==> config.mk <==
export PLATFORM = sky130hd
export DESIGN_NAME = layer_frames_mux_n
export DESIGN_NICKNAME = d
export VERILOG_FILES = /design/src/rtl/layer_frames_mux_n.sv
export SDC_FILE = /design/constraint.sdc
export NUM_CORES = 1
export LEC_CHECK = 0
export CORE_UTILIZATION = 36
export DETAILED_ROUTE_END_ITERATION = 12
export HOLD_SLACK_MARGIN = 0.12
export SLEW_MARGIN = 20
export SYNTH_ARGS = -nofsm -noshare
export SYNTH_HDL_FRONTEND = slang
export SYNTH_SLANG_ARGS = --single-unit
==> constraint.sdc <==
create_clock -name clk_core -period 5.38 [get_ports clk_core]
set_input_delay 0.538 -clock clk_core [delete_from_list [all_inputs] [get_ports clk_core]]
set_output_delay 0.538 -clock clk_core [all_outputs]
set_load 0.005 [all_outputs]
==> src/rtl/layer_frames_mux_n.sv <==
// layer_frames_mux_n: frame-granular round-robin merge of NLAYERS 8-bit layer streams
//   onto one AXI-Stream output, each frame tagged with tdest = LAYER_BASE + channel.
// Latency 1 cycle (single output register), 1 beat/cycle within a frame; the grant costs 1 idle cycle.
// Backpressure: only the granted channel sees tready, and only when the output register can
//   load; a source stalling cfg_timeout cycles gets its frame closed with ABORT_BYTE+tlast and
//   its remaining beats up to tlast are accepted and discarded.
// Optional build macro LAYER_FRAMES_MUX_HEADER_EN: prepend a {4'hA, channel} header beat per frame.
// Ports: clk_core / clk_core_rst (async, active-high); s_axis_* per-layer inputs, channel i at
//   tdata[8i+7:8i]; m_axis_* merged output; cfg_layer_enable, cfg_timeout (0 = no timeout);
//   status_busy, stat_frame_done / stat_timeout pulses, stat_frame_layer.
module layer_frames_mux_n #(
    parameter int         NLAYERS    = 4,
    parameter int         LAYER_BASE = 0,
    parameter int         TW         = 16,
    parameter logic [7:0] ABORT_BYTE = 8'hFF
) (
    input  logic                 clk_core,
    input  logic                 clk_core_rst,
    input  logic [NLAYERS*8-1:0] s_axis_tdata,
    input  logic [NLAYERS-1:0]   s_axis_tlast,
    input  logic [NLAYERS-1:0]   s_axis_tvalid,
    output logic [NLAYERS-1:0]   s_axis_tready,
    output logic [7:0]           m_axis_tdata,
    output logic [7:0]           m_axis_tdest,
    output logic                 m_axis_tlast,
    output logic                 m_axis_tvalid,
    input  logic                 m_axis_tready,
    input  logic [NLAYERS-1:0]   cfg_layer_enable,
    input  logic [TW-1:0]        cfg_timeout,
    output logic                 status_busy,
    output logic                 stat_frame_done,
    output logic [3:0]           stat_frame_layer,
    output logic                 stat_timeout
);
    localparam int IW = (NLAYERS > 1) ? $clog2(NLAYERS) : 1;

    typedef enum logic [2:0] {ST_IDLE, ST_HDR, ST_DATA, ST_ABORT, ST_WAIT_LAST} state_t;

    state_t             state_q, state_d;
    logic [IW-1:0]      grant_q, grant_d;
    logic [IW-1:0]      rr_q, rr_d;
    logic [NLAYERS-1:0] drop_q, drop_d;
    logic [TW-1:0]      tmo_q, tmo_d;
    logic [7:0]         tdata_q, tdata_d;
    logic [7:0]         tdest_q, tdest_d;
    logic               tlast_q, tlast_d;
    logic               tvalid_q, tvalid_d;
    logic               done_q, done_d;
    logic               abort_q, abort_d;
    logic [3:0]         layer_q, layer_d;

    logic               load_ok;
    logic [NLAYERS-1:0] cand;
    logic [NLAYERS-1:0] ready_c;
    logic               found;
    logic [IW-1:0]      pick;
    logic [IW:0]        ci;
    logic               g_vld;
    logic               g_lst;
    logic [7:0]         g_dat;
    logic [7:0]         g_dest;

    always_comb begin
        state_d  = state_q;
        grant_d  = grant_q;
        rr_d     = rr_q;
        drop_d   = drop_q;
        tmo_d    = tmo_q;
        tdata_d  = tdata_q;
        tdest_d  = tdest_q;
        tlast_d  = tlast_q;
        tvalid_d = tvalid_q;
        abort_d  = 1'b0;
        layer_d  = layer_q;
        found    = 1'b0;
        pick     = '0;
        ci       = '0;
        // dropping channels are always drained, whatever the FSM is doing
        ready_c  = drop_q;

        load_ok = !tvalid_q || m_axis_tready;
        cand    = s_axis_tvalid & cfg_layer_enable & ~drop_q;
        g_vld   = s_axis_tvalid[grant_q];
        g_lst   = s_axis_tlast[grant_q];
        g_dat   = s_axis_tdata[{grant_q, 3'b000} +: 8];
        g_dest  = 8'(LAYER_BASE) + 8'(grant_q);

        if (m_axis_tready) begin
            tvalid_d = 1'b0;
        end
        done_d = tvalid_q && tlast_q && m_axis_tready;

        for (int i = 0; i < NLAYERS; i++) begin
            if (drop_q[i] && s_axis_tvalid[i] && s_axis_tlast[i]) begin
                drop_d[i] = 1'b0;
            end
        end

        // first candidate at or above the round-robin pointer, wrapping at NLAYERS
        for (int k = 0; k < NLAYERS; k++) begin
            ci = {1'b0, rr_q} + (IW+1)'(k);
            if (ci >= (IW+1)'(NLAYERS)) begin
                ci = ci - (IW+1)'(NLAYERS);
            end
            if (!found && cand[ci[IW-1:0]]) begin
                found = 1'b1;
                pick  = ci[IW-1:0];
            end
        end

        case (state_q)
            ST_IDLE: begin
                if (found) begin
                    grant_d = pick;
                    tmo_d   = '0;
`ifdef LAYER_FRAMES_MUX_HEADER_EN
                    state_d = ST_HDR;
`else
                    state_d = ST_DATA;
`endif
                end
            end
`ifdef LAYER_FRAMES_MUX_HEADER_EN
            ST_HDR: begin
                if (load_ok) begin
                    tvalid_d = 1'b1;
                    tdata_d  = {4'hA, 4'(grant_q)};
                    tdest_d  = g_dest;
                    tlast_d  = 1'b0;
                    state_d  = ST_DATA;
                end
            end
`endif
            ST_DATA: begin
                ready_c[grant_q] = load_ok;
                if (g_vld) begin
                    // a valid source is never stalling, even if the sink is
                    tmo_d = '0;
                    if (load_ok) begin
                        tvalid_d = 1'b1;
                        tdata_d  = g_dat;
                        tdest_d  = g_dest;
                        tlast_d  = g_lst;
                        if (g_lst) begin
                            state_d = ST_WAIT_LAST;
                        end
                    end
                end else begin
                    tmo_d = tmo_q + TW'(1);
                    if ((cfg_timeout != '0) && (tmo_d >= cfg_timeout)) begin
                        state_d = ST_ABORT;
                    end
                end
            end
            ST_ABORT: begin
                if (load_ok) begin
                    tvalid_d         = 1'b1;
                    tdata_d          = ABORT_BYTE;
                    tdest_d          = g_dest;
                    tlast_d          = 1'b1;
                    drop_d[grant_q]  = 1'b1;
                    abort_d          = 1'b1;
                    tmo_d            = '0;
                    state_d          = ST_WAIT_LAST;
                end
            end
            ST_WAIT_LAST: begin
                // the register holds this frame's tlast beat; leave once it is taken
                if (done_d) begin
                    layer_d = 4'(grant_q);
                    if ({1'b0, grant_q} == (IW+1)'(NLAYERS - 1)) begin
                        rr_d = '0;
                    end else begin
                        rr_d = grant_q + IW'(1);
                    end
                    state_d = ST_IDLE;
                end
            end
            default: state_d = ST_IDLE;
        endcase
    end

    always_ff @(posedge clk_core or posedge clk_core_rst) begin
        if (clk_core_rst) begin
            state_q  <= ST_IDLE;
            grant_q  <= '0;
            rr_q     <= '0;
            drop_q   <= '0;
            tmo_q    <= '0;
            tdata_q  <= '0;
            tdest_q  <= '0;
            tlast_q  <= 1'b0;
            tvalid_q <= 1'b0;
            done_q   <= 1'b0;
            abort_q  <= 1'b0;
            layer_q  <= '0;
        end else begin
            state_q  <= state_d;
            grant_q  <= grant_d;
            rr_q     <= rr_d;
            drop_q   <= drop_d;
            tmo_q    <= tmo_d;
            tdata_q  <= tdata_d;
            tdest_q  <= tdest_d;
            tlast_q  <= tlast_d;
            tvalid_q <= tvalid_d;
            done_q   <= done_d;
            abort_q  <= abort_d;
            layer_q  <= layer_d;
        end
    end

    assign s_axis_tready    = ready_c;
    assign m_axis_tdata     = tdata_q;
    assign m_axis_tdest     = tdest_q;
    assign m_axis_tlast     = tlast_q;
    assign m_axis_tvalid    = tvalid_q;
    assign status_busy      = (state_q != ST_IDLE);
    assign stat_frame_done  = done_q;
    assign stat_frame_layer = layer_q;
    assign stat_timeout     = abort_q;
endmodule

==> summary.txt <==
Power
  • Power per cell area: 368 nW/um^2
  • Net switching power: 541 uW
  • LEAKAGE: 1.74 nW
  • Flop pwr share: 0.353
  • Sw Ratio: 0.372
  • Clock power frac: 0.158
  • Pint: 915 uW
  • Logic pwr share: 0.490
  • Max IR drop VDD: 0.211 mV

Synth
  • Sequential fraction of the synthesis area: 0.362
  • Yosys top cell by area: dfrtp_1
  • Post-synth top area share: 0.362
  • EDFF count, synth: 0
  • Top post-synthesis cells by area: dfrtp_1, ha_1, mux4_2
  • Post-synth cell types: 44
  • Synth warn: 0
  • Synth Cell Area: 2970 um^2
  • Synth Flop Type: dfrtp_1
  • Cells after Synth: 316
  • Synthesized area per cell: 9.41 um^2
  • Asr flop ratio synth: 1.00
  • Flops & latches, synth: 43

Clock tree
  • TritonCTS clock tree: done
  • Clock Path Buffers: 2
  • Num CTS Buffers: 5
  • Root buffer cell: clkbuf_8
  • H-Tree Depth: 2
  • Clock sinks: 43
  • Hold Buf Count CTS: 0
  • Worst-path clk slew: 90 ps
  • Post-CTS Setup Repair Bufs: 0
  • Clock latency on the worst-skew pair: 300 ps
  • Resized cells post-CTS: 0

Die
  • Initial Util: 0.379
  • Vert. Die Dim: 92.9 um
  • Top-Level Pins: 92
  • DIE AREA: 8630 um^2
  • Die width: 92.9 um
  • Core ar.: 7850 um^2
  • Rows: 32

Place
  • Post-DP HPWL: 5580 um
  • GPL Wtd Cong: 0.821
  • Placed cell count: 489
  • Placed cell area: 3850 um^2
  • Port Buf Inserts: 83
  • Setup slack at placement: 2530 ps

Run status
  • Status: completed

Final layout
  • Antenna diode count: 0
  • Layout cells sized above 1: 0.0684
  • FF/Latch Area: 1080 um^2
  • Post-route cell area: 3960 um^2
  • Multi-input combinational cell area: 1720 um^2
  • Fillers: 759
  • Synthesis-to-layout area growth: 33.1%
  • Non-Filler Instances: 497
  • Nets@finish: 478
  • Util after Layout: 0.504

GRT
  • Initial antenna violation count: 0
  • Largest net degree at the start of global routing: 44
  • First-pass GRT wire length: 12,000 um
  • GRT Total Usage: 0.177
  • Total grt overflow: 0
  • Number of global-route vias before repair: 2,517

Timing
  • FMAX: 324 MHz
  • RSZ-0062 raised after global routing: no
  • Final hold violations: 0
  • Slack of the critical path: 2290 ps
  • Period utilisation layout: 0.574
  • Min Tclk post-route: 3090 ps
  • Max Clock Skew: 10.5 ps
  • Slew headroom: 0.294
  • Worst-margin pin slew: 1060 ps
  • Final count of pins violating max slew: 0
  • Final-report setup violation count: 0
  • Setup TNS: 0 ps

Setup path
  • Worst path cell trace: nor3b_1 > a21oi_1 > a31oi_1 > clkdlybuf4s50_1
  • Max incr delay on CP: 900 ps
  • Cell family with most CP delay: simple AND/OR/NAND/NOR gates
  • Top fanout value on the critical path: 11
  • Worst setup path category: register to output pin
  • Slowest-stage cell, CP: nor3b_1
  • WP buf/inv: 1
  • WP data required: 4840 ps
  • CP Capture Type: output pin
  • CP startpoint kind: register
  • WP data arrival: 2550 ps

Route
  • Via count: 2,621
  • DRC viols: 0
  • Initial DRT Pass Iterations: 4
  • Antenna viol nets, final: 0
  • WL/cell: 14.6 um
  • Vias/cell: 5.27
  • WL final: 7270 um
  • DRT iter0 DRCs: 73

Worst hold path
  • Min-delay worst type: register to register

Flow run
  • Max-cap violations: 0
-- cells by family (layout without fill, tap and decap cells) --
| logic type | count (synthesis) | after routing | share of synthesized area |
|---|---|---|---|
| flops | 43 | 43 | 0.362 |
| compound gates | 84 | 84 | 0.180 |
| buf+inv | 43 | 115 | 0.0682 |
| xor+xnor | 14 | 14 | 0.0412 |
| fa+ha+maj | 21 | 21 | 0.0883 |
| mux | 15 | 15 | 0.0947 |
| simple gates | 95 | 95 | 0.165 |
| other cells | 1 | 8 | 0.00126 |
-- cell usage in the layout (no fill, tap or decap), types with 9 or more instances in the layout --
master and count:
a21oi_1 21, a31oi_1 16, clkdlybuf4s50_1 83, dfrtp_1 43, ha_1 21, inv_1 21, mux4_2 10, nand2_1 26
nor2_1 22, o21ai_0 18, o22a_1 9
-- path summary, 6_finish.rpt --
kind / slack, ps / endpoint / cells past startpoint / from
worst max-delay path: 2290 / s_axis_tready[3] / 4 / state_q[2]$_DFFE_PP0P_
worst min-delay path: 510 / tmo_q[15]$_DFFE_PP0P_ / 1 / tmo_q[15]$_DFFE_PP0P_
worst max register to register: 2500 / m_axis_tdest[1]$_DFFE_PP0P_ / 4 / state_q[2]$_DFFE_PP0P_
worst min register to register: 510 / tmo_q[15]$_DFFE_PP0P_ / 1 / tmo_q[15]$_DFFE_PP0P_
max in group asynchronous: 4320 / tmo_q[6]$_DFFE_PP0P_ / 3 / clk_core_rst
min in group asynchronous: 680 / stat_frame_done$_DFF_PP0_ / 3 / clk_core_rst
-- area by class of cell --
cell class / count / share of cell area
flip-flops and latches: 43 / 0.272
clock inverters: 1 / 0.00190
repair buffers: 85 / 0.214
inverters: 22 / 0.0209
clock buffers: 7 / 0.0243
multi-input cells: 237 / 0.435
well taps: 102 / 0.0322
-- state kept, by name (all words and copies together) (netlist names), 2 cells and up --
register	count
m_axis_tdest	2
tmo_q	16
rr_q	2
m_axis_tdata	8
grant_q	2
stat_frame_layer	2
state_q	3
drop_q	4
-- power by group through the flow --
stage                     logic, mW  clock network (mW)  registers (mW)
after global routing          0.785               0.251           0.533
after global placement        0.712                   0           0.517
after CTS                     0.722               0.239           0.516
after detailed placement      0.714                   0           0.522
final                         0.713               0.230           0.514
after floorplan               0.484                   0           0.467
-- synthesized netlist by cell type (9+ instances only) --
master    count
mux4_2       10
a31oi_1      16
o21ai_0      18
a21oi_1      21
nand2_1      26
inv_1        22
ha_1         21
o22a_1        9
dfrtp_1      43
clkbuf_1      9
nor2_1       22
-- metrics by stage --
step                      power, mW  hold WS (ps)
final                          1.46           510
after global routing           1.57           528
after CTS                      1.48           508
after detailed placement       1.24           496
after global placement         1.23           488
after floorplan               0.951           470
-- worst register-to-register path: cells and delay by family (launching register included) --
kind               cells  cell delay, ps
and+or+nand+nor        2            1100
muxes                  1             410
DFF                    1             480
AOI/OAI and AO/OA      1             780
-- per-layer routing --
| layer | GRT usage | part of all wire | up-vias |
|---|---|---|---|
| met5 | 0 | 0 | - |
| li1 | - | - | 1297 |
| met3 | 0.0550 | 0.076 | 2 |
| met2 | 0.301 | 0.48 | 89 |
| met1 | 0.224 | 0.44 | 1233 |
| met4 | 0.0218 | 0.0028 | 0 |
Note: power is estimated with default switching activity, not from simulation.
